## src/rtl/drum_pkg.sv

```systemverilog
// Shared constants for the DRUM multiplier and the state encoding of the scheduler that time-shares it.
package drum_pkg;

   localparam int K_DEF = 3;
   localparam int N_DEF = 8;
   localparam int M_DEF = 8;

   typedef enum logic [1:0] {
      ST_IDLE = 2'd0,
      ST_MUL  = 2'd1,
      ST_RSP  = 2'd2
   } state_e;

   // Plain vector constants so state registers stay ordinary logic for older tooling.
   localparam logic [1:0] IDLE = ST_IDLE;
   localparam logic [1:0] MUL  = ST_MUL;
   localparam logic [1:0] RSP  = ST_RSP;

endpackage

```

## src/rtl/drum.sv

```systemverilog
// DRUM approximate signed multiplier: keeps a K-bit window under each operand's leading one,
// forces the window LSB to 1, multiplies the windows and shifts back.
module drum
   import drum_pkg::*;
#(
   parameter int K = K_DEF,
   parameter int N = N_DEF,
   parameter int M = M_DEF
) (
   input  logic [N-1:0]   a,
   input  logic [M-1:0]   b,
   output logic [N+M-1:0] prod
);

   logic           neg;
   logic [N-1:0]   mag_a;
   logic [M-1:0]   mag_b;
   logic [K-1:0]   frac_a;
   logic [K-1:0]   frac_b;
   int             sh_a;
   int             sh_b;
   logic [2*K-1:0] core;
   logic [N+M-1:0] mag_p;

   // One's-complement magnitude and sign: negative results come out one below the true value.
   assign mag_a = a ^ {N{a[N-1]}};
   assign mag_b = b ^ {M{b[M-1]}};
   assign neg   = a[N-1] ^ b[M-1];

   always_comb begin
      int lead;
      lead = 0;
      for (int i = 0; i < N; i++) begin
         if (mag_a[i]) lead = i;
      end
      if (lead >= K) begin
         sh_a   = lead - K + 1;
         frac_a = K'(mag_a >> sh_a) | K'(1);
      end else begin
         sh_a   = 0;
         frac_a = K'(mag_a);
      end
   end

   always_comb begin
      int lead;
      lead = 0;
      for (int i = 0; i < M; i++) begin
         if (mag_b[i]) lead = i;
      end
      if (lead >= K) begin
         sh_b   = lead - K + 1;
         frac_b = K'(mag_b >> sh_b) | K'(1);
      end else begin
         sh_b   = 0;
         frac_b = K'(mag_b);
      end
   end

   assign core  = (2*K)'(frac_a) * (2*K)'(frac_b);
   assign mag_p = (N+M)'(core) << (sh_a + sh_b);
   assign prod  = mag_p ^ {(N+M){neg}};

endmodule

```

## src/rtl/rr_arb.sv

```systemverilog
// Combinational round-robin pick: lowest requester at or above ptr, otherwise lowest overall.
module rr_arb #(
   parameter int  NREQ = 4,
   localparam int PW   = $clog2(NREQ)
) (
   input  logic [NREQ-1:0] req,
   input  logic [PW-1:0]   ptr,
   output logic [PW-1:0]   grant_idx,
   output logic            grant_vld
);

   logic [NREQ-1:0] upper;
   logic [NREQ-1:0] sel;

   genvar gi;
   generate
      for (gi = 0; gi < NREQ; gi++) begin : g_mask
         assign upper[gi] = req[gi] && (gi >= int'(ptr));
      end
   endgenerate

   always_comb begin
      sel       = (|upper) ? upper : req;
      grant_idx = '0;
      for (int i = NREQ - 1; i >= 0; i--) begin
         if (sel[i]) grant_idx = PW'(i);
      end
      grant_vld = |req;
   end

endmodule

```

## src/rtl/drum_share_sched.sv

```systemverilog
// Round-robin scheduler sharing one DRUM multiplier among NREQ requesters,
// each with a private accumulator; one transaction in flight (IDLE -> MUL -> RSP).
module drum_share_sched
   import drum_pkg::*;
#(
   parameter int  NREQ = 4,
   parameter int  N    = N_DEF,
   parameter int  M    = M_DEF,
   parameter int  K    = K_DEF,
   parameter int  ACCW = 20,
   localparam int IW   = $clog2(NREQ)
) (
   input  logic              clk,
   input  logic              rst_n,
   input  logic [NREQ-1:0]   req_valid,
   output logic [NREQ-1:0]   req_ready,
   input  logic [NREQ*N-1:0] req_a,
   input  logic [NREQ*M-1:0] req_b,
   input  logic [NREQ-1:0]   req_acc,
   output logic              rsp_valid,
   input  logic              rsp_ready,
   output logic [IW-1:0]     rsp_id,
   output logic [ACCW-1:0]   rsp_data,
   output logic              busy
);

   logic [1:0]             state_reg;
   logic [IW-1:0]          ptr_reg;
   logic [IW-1:0]          ptr_next;
   logic [IW-1:0]          id_reg;
   logic [IW-1:0]          grant_idx;
   logic                   grant_vld;
   logic                   transfer;
   logic [N-1:0]           a_reg;
   logic [M-1:0]           b_reg;
   logic                   flag_reg;
   logic [N-1:0]           a_in [NREQ];
   logic [M-1:0]           b_in [NREQ];
   logic [N+M-1:0]         prod;
   logic signed [ACCW-1:0] prod_ext;
   logic signed [ACCW-1:0] acc_sel;
   logic signed [ACCW-1:0] acc_next;
   logic signed [ACCW-1:0] acc_reg [NREQ];
   logic [ACCW-1:0]        rsp_data_reg;

   // Ready is gated by rst_n so nothing is accepted while reset is held.
   genvar gi;
   generate
      for (gi = 0; gi < NREQ; gi++) begin : g_req
         assign a_in[gi]      = req_a[gi*N +: N];
         assign b_in[gi]      = req_b[gi*M +: M];
         assign req_ready[gi] = rst_n && (state_reg == IDLE) && grant_vld
                                && (grant_idx == IW'(gi));
      end
   endgenerate

   rr_arb #(
      .NREQ(NREQ)
   ) u_arb (
      .req       (req_valid),
      .ptr       (ptr_reg),
      .grant_idx (grant_idx),
      .grant_vld (grant_vld)
   );

   drum #(
      .K(K),
      .N(N),
      .M(M)
   ) u_drum (
      .a    (a_reg),
      .b    (b_reg),
      .prod (prod)
   );

   assign transfer = |(req_valid & req_ready);
   assign ptr_next = (int'(grant_idx) == NREQ - 1) ? '0 : grant_idx + 1'b1;

   assign prod_ext = ACCW'($signed(prod));
   assign acc_sel  = acc_reg[id_reg];
   assign acc_next = flag_reg ? acc_sel + prod_ext : prod_ext;

   always_ff @(posedge clk) begin
      if (!rst_n) begin
         state_reg    <= IDLE;
         ptr_reg      <= '0;
         id_reg       <= '0;
         a_reg        <= '0;
         b_reg        <= '0;
         flag_reg     <= 1'b0;
         rsp_data_reg <= '0;
      end else begin
         case (state_reg)
            IDLE: begin
               if (transfer) begin
                  a_reg     <= a_in[grant_idx];
                  b_reg     <= b_in[grant_idx];
                  flag_reg  <= req_acc[grant_idx];
                  id_reg    <= grant_idx;
                  ptr_reg   <= ptr_next;
                  state_reg <= MUL;
               end
            end
            MUL: begin
               rsp_data_reg <= acc_next;
               state_reg    <= RSP;
            end
            RSP: begin
               if (rsp_ready) state_reg <= IDLE;
            end
            default: state_reg <= IDLE;
         endcase
      end
   end

   always_ff @(posedge clk) begin
      if (!rst_n) begin
         for (int i = 0; i < NREQ; i++) acc_reg[i] <= '0;
      end else if (state_reg == MUL) begin
         acc_reg[id_reg] <= acc_next;
      end
   end

   assign rsp_valid = (state_reg == RSP);
   assign busy      = (state_reg != IDLE);
   assign rsp_id    = id_reg;
   assign rsp_data  = rsp_data_reg;

endmodule

```

## config.mk

```make
export PLATFORM = sky130hd
export DESIGN_NAME = drum_share_sched
export DESIGN_NICKNAME = d
export VERILOG_FILES = /design/src/rtl/drum_pkg.sv /design/src/rtl/drum.sv /design/src/rtl/rr_arb.sv /design/src/rtl/drum_share_sched.sv
export SDC_FILE = /design/constraint.sdc
export NUM_CORES = 1
export LEC_CHECK = 0
export CAP_MARGIN = 20
export CORE_MARGIN = 10
export CORE_UTILIZATION = 49
export CTS_BUF_LIST = sky130_fd_sc_hd__clkbuf_8
export DETAILED_ROUTE_END_ITERATION = 12
export GPL_ROUTABILITY_DRIVEN = 0
export PLACE_DENSITY = 0.84
export SYNTH_ARGS = -nofsm -noshare
export SYNTH_HDL_FRONTEND = slang
export SYNTH_SLANG_ARGS = --single-unit
```

## constraint.sdc

```tcl
create_clock -name clk -period 6.2 [get_ports clk]
set_input_delay 1.55 -clock clk [delete_from_list [all_inputs] [get_ports clk]]
set_output_delay 1.55 -clock clk [all_outputs]
set_load 0.01 [all_outputs]
```

Yosys cells after proc, flatten, opt, wreduce, memory -nomap -nowiden
Memories as Yosys holds them, arrays and structs flattened. A register that Yosys moved wholly into a read port is not among the register bits.
Cells that the tools add are included.

operators by class
  add/sub/neg operators = 7
  multipliers = 1
  $lt $le $gt $ge = 7
  equality and inequality tests = 8
  shift operators = 3
  mux-type cells = 45
  bitwise logic cells = 6
  reductions and logical operators = 18

operators by type and width
  kind                                                                     number
  32-bit two-way mux                                                       8
  32-bit by 2-bit adder with 32-bit output (second input constant)         2
  8-bit by 32-bit right shift with 3-bit output                            2
  20-bit two-way mux                                                       2
  32-bit adder                                                             1
  8-bit binary-select mux with 2-bit select                                2
  32-bit by 3-bit >= comparator with 1-bit output (second input constant)  1
  8-bit two-way mux                                                        4
  6-bit by 32-bit << shifter with 16-bit output                            1
  32-bit by 3-bit subtractor with 32-bit output (second input constant)    1
  2-bit two-way mux                                                        12
  3-bit two-way mux                                                        7
  20-bit by 16-bit adder with 20-bit output                                1
  20-bit OR reduction                                                      1
  16-bit bitwise XOR                                                       1
  8-bit bitwise XOR                                                        2
  4-bit OR reduction                                                       3
  1-bit logical AND                                                        9
  1-bit two-way mux                                                        8
  2-bit by 1-bit == test with 1-bit output (second input constant)         3
  2-bit == test (second input constant)                                    3
  3-bit by 3-bit multiplier with 6-bit output                              1
  2-bit case mux with 3 select lines                                       1
  4-bit bitwise AND                                                        1
  other kinds (15)                                                         18

word-level totals
  register bits = 43
  bits in writable memories = 80
  input bits = 75
  output and inout port bits = 28
  word-level logic and storage cells = 103
  memories = 1

memories
  name     depth  bits a word  rd ports  clocked after memory_dff  wr ports  line                    text
  acc_reg  4      20           1         1                         4         drum_share_sched.sv:43  logic signed [ACCW-1:0] acc_reg [NREQ];

Logic depth before layout (Yosys ltp)
  depth in word-level cells = 18
  mapped depth = 31

Cells and area by module
A second synthesis with hierarchy kept.

second synthesis, totals
  cell total of the unflattened synthesis = 937
  area, all modules = 9,155.0 µm²

modules (own cells, without submodules)
  module            times used  cells each  area each (µm²)  seq. area each (µm²)
  drum_share_sched  1           613         6,766.5          3,303.2
  drum              1           310         2,314.7          0.0
  rr_arb            1           14          73.8             0.0

Worst setup path before layout
No wires, ideal clock.

  path type = register -> register
  start = register a_reg[4]
  end = memory acc_reg[0][18] (data pin)
  setup time = 0.267 ns
  arrival = 6.057 ns
  required time = 5.933 ns
  path slack = -0.123 ns
  stages on the path, launching flop included = 27
  cell sequence = dfxtp_1 > or4_4 > and2_1 > ha_1 > or3_1 > o211ai_1 > a41oi_1 > or2_2 > fa_1 > inv_1 > ha_1 > inv_1 > fa_1 > mux2i_1 > nor2_1 > or4_1 > a21oi_1 > xor2_1 > ha_1 > o21ai_0 > a21oi_1 > nand2_1 > o31ai_1 > o22ai_1 > xnor2_1 > mux2i_1 > nor2_1

RTL lines
  item                    line                    text
  from (decl)             drum_share_sched.sv:34  logic [N-1:0] a_reg;
  from (signal assigned)  drum_share_sched.sv:96  a_reg <= a_in[grant_idx];
  to (decl)               drum_share_sched.sv:43

==> summary.txt <==
most common cell after layout, fill and taps aside -> buf_4
CTS Buffer Depth -> 2
kind of critical path -> flop to flop
max_cap viols -> 0
Clock Tree Root -> clkbuf_8
critical path's largest stage delay -> 0.49 ns
clk slew on worst S/H paths -> 0.08 ns
Die Wd -> 152 µm
Detailed Routing Iterations Pass 1 -> 5
hold crit path type -> flop to flop
fin util -> 72.8%
hold path startpoint -> rsp_data[17]
worst hold endpoint -> rsp_data[17]
Pwr per Cell Area -> 659 nW/µm²
global-route usage over all layers -> 23.9%
FF-to-FF Start -> b_reg[5]
period utilisation layout -> 111%
R2R Path End -> acc_reg[1][13]
Synth cell types -> 71
cells on worst reg2reg path -> 31
drt total wl -> 35300 µm
YS warnings -> 0
vias in the first global route -> 9002
cell area after synthesis -> 8540 µm²
DP Wirelength -> 19100 µm
dominant synthesized flop cell -> edfxtp_1
P_sw -> 3.98 mW
FP Rows -> 48
largest net degree at the start of global routing -> 35
Max Fclk -> 145 MHz
fin. max-slew vios -> 0
max reg flops -> 80
Overflow after GRT -> 0
Internal -> 4.27 mW
number of buffers created by CTS -> 17
layout cells sized above 1 -> 33.9%
DRC errors left -> 0
WP data arrival -> 7.09 ns
worst path buffer plus inverter count -> 6
full die area -> 23100 µm²
Final Hold Viols -> 0
post-place setup slack -> -0.390 ns
CORE AREA -> 17200 µm²
WL/cell -> 24.0 µm
via/cell ratio -> 6.45
dpl cell area -> 10900 µm²
htree depth -> 4
fin worst setup slack -> -0.697 ns
area grow syn2layout -> 46.5%
Synth area leader -> edfxtp_1
Clock power frac -> 9.6%
initial drt markers -> 1245
number of synthesized register bits -> 125
Critical Path Most Common Cell -> buf_4
Avg Inst Size Synth -> 8.88 µm²
WHS Path Cells -> 2
unrepaired setup endpoints after global routing -> true
peak supply drop -> 0.414 mV
relative slew slack -> 16.8%
via count -> 9506
min cycle time layout -> 6.90 ns
total power -> 8.24 mW
DRT antenna net count -> 0
CP top delay family -> compound AO/OA/AOI/OAI gates
Worst Setup SP -> b_reg[5]
Port Buffers -> 102
Gate Count Post-Synth -> 962
CP required -> 6.40 ns
Net Count, Synth -> 1087
clock latency on the worst-skew pair -> 0.47 ns
Switching Share -> 48.3%
Yosys top cell area share -> 28.1%
Leakage -> 5.10 nW
starting density of the core -> 49.7%
Worst Setup End Kind -> flop
sequential group share of total power -> 13.3%
status -> finished with violations
slowest stage cell, crit path -> fa_1
synth top area cells -> edfxtp_1, dfxtp_1, nand2_1
diode count -> 0
final instance area -> 12500 µm²
Post-synth EDFFs -> 80
Worst-Margin Slew -> 1.25 ns
CTS tree -> yes
r2r setup slk -> -0.70 ns
Max FO, Critical Path -> 8
combinational power share -> 77.2%
failing checks -> negative setup slack
most frequent cells in the layout -> buf_4, nand2_1, clkdlybuf4s50_1, nor2_1, edfxtp_1
antenna violations before repair -> 0
Sink Count -> 125
Die Ht -> 152 µm
Startpoint Class -> flop
Final #Nets -> 1360
Hold Buf Count CTS -> 0
Setup Skew -> 0.0205 ns
Seq/Total Area, Yosys -> 38.7%
final setup fails -> 67
IO Count -> 103
first-pass GRT wire length -> 46100 µm
async set-reset flop share out of synthesis -> 0%
## through the flow
stage,instances,TNS [ns],hold WS [ns]
2_1_floorplan,962,0,0.445
3_3_place_gp,1396,-4.04,0.433
3_5_place_dp,1396,-13.19,0.442
4_1_cts,1444,-0.397,0.454
5_1_grt,1473,-36.73,0.496
6_report,1473,-22.15,0.465
## final cells by class
| cell class | count | area [µm²] |
|---|---|---|
| clock buffers | 17 | 234 |
| clock inverters | 15 | 184 |
| fillers | 1064 | 4670 |
| inverters | 40 | 150 |
| multi-input cells | 746 | 5740 |
| flip-flops and latches | 125 | 3320 |
| well taps | 225 | 282 |
| repair buffers | 305 | 2600 |
## worst max-delay path by stage
stage	depth (start not counted)	to
floorplan	26	acc_reg[2][19]
global placement	29	acc_reg[0][12]
detailed placement	30	acc_reg[0][17]
CTS	29	acc_reg[0][18]
global route	31	acc_reg[1][13]
finish	31	acc_reg[1][13]
## synth_stat cells, drive strengths merged, types with 8 or more instances
cell type	n
nor3	13
a211oi	8
and2	11
clkbuf	38
o21ai	60
inv	37
nor2	112
nor2b	16
nand2	155
edfxtp	80
buf	13
a21oi	39
xnor2	19
mux2i	22
nand3	68
a31oi	11
a21o	13
dfxtp	45
ha	46
xor2	22
mux4	20
## what timing repair did
action / 4_1_cts / 5_1_grt
buffers inserted: 16 / 32
gates resized for setup: 58 / 152
endpoints found under the setup margin: 65 / 74
pin swaps: 29 / 67
hold endpoints to repair: 0 / 0
## cells by family (layout without fill, tap and decap cells)
logic type | Yosys count | in the layout | share of synthesized area [%]
AOI/OAI and AO/OA | 196 | 196 | 15.0
xor gates and xnor gates | 41 | 41 | 4.51
buffers and inverters | 91 | 377 | 4.19
muxes | 45 | 45 | 8.25
adders and majority gates | 50 | 50 | 7.68
and+or+nand+nor | 414 | 414 | 21.7
DFF | 125 | 125 | 38.7
## power by group through the flow
| stage | Clock (mW) | Combinational, mW | Sequential (mW) |
|---|---|---|---|
| floorplan | 0 | 2.66 | 1.08 |
| global placement | 0 | 4.36 | 1.08 |
| detailed placement | 0 | 4.50 | 1.09 |
| CTS | 0.762 | 4.91 | 1.07 |
| global route | 0.817 | 6.60 | 1.10 |
| finish | 0.788 | 6.36 | 1.09 |
## per-layer routing
layer  GRT usage, %  part of all wire, %  vias to the layer above
met4           11.5                  7.9                        0
li1               -                    -                     3996
met5              0                    0                        -
met3           4.85                   11                      261
met2           41.7                   48                      816
met1           27.3                   33                     4433
## worst register-to-register path, delay by kind of cell, from the launching register on
kind                       cells  cell delay (ns)
adders and majority gates      5             1.64
muxes                          1             0.20
DFF                            1             0.34
AOI/OAI and AO/OA              8             1.83
buffers and inverters          6             0.76
xor gates and xnor gates       3             0.60
and+or+nand+nor                8             1.26
Power figures use the tool's default switching activity.
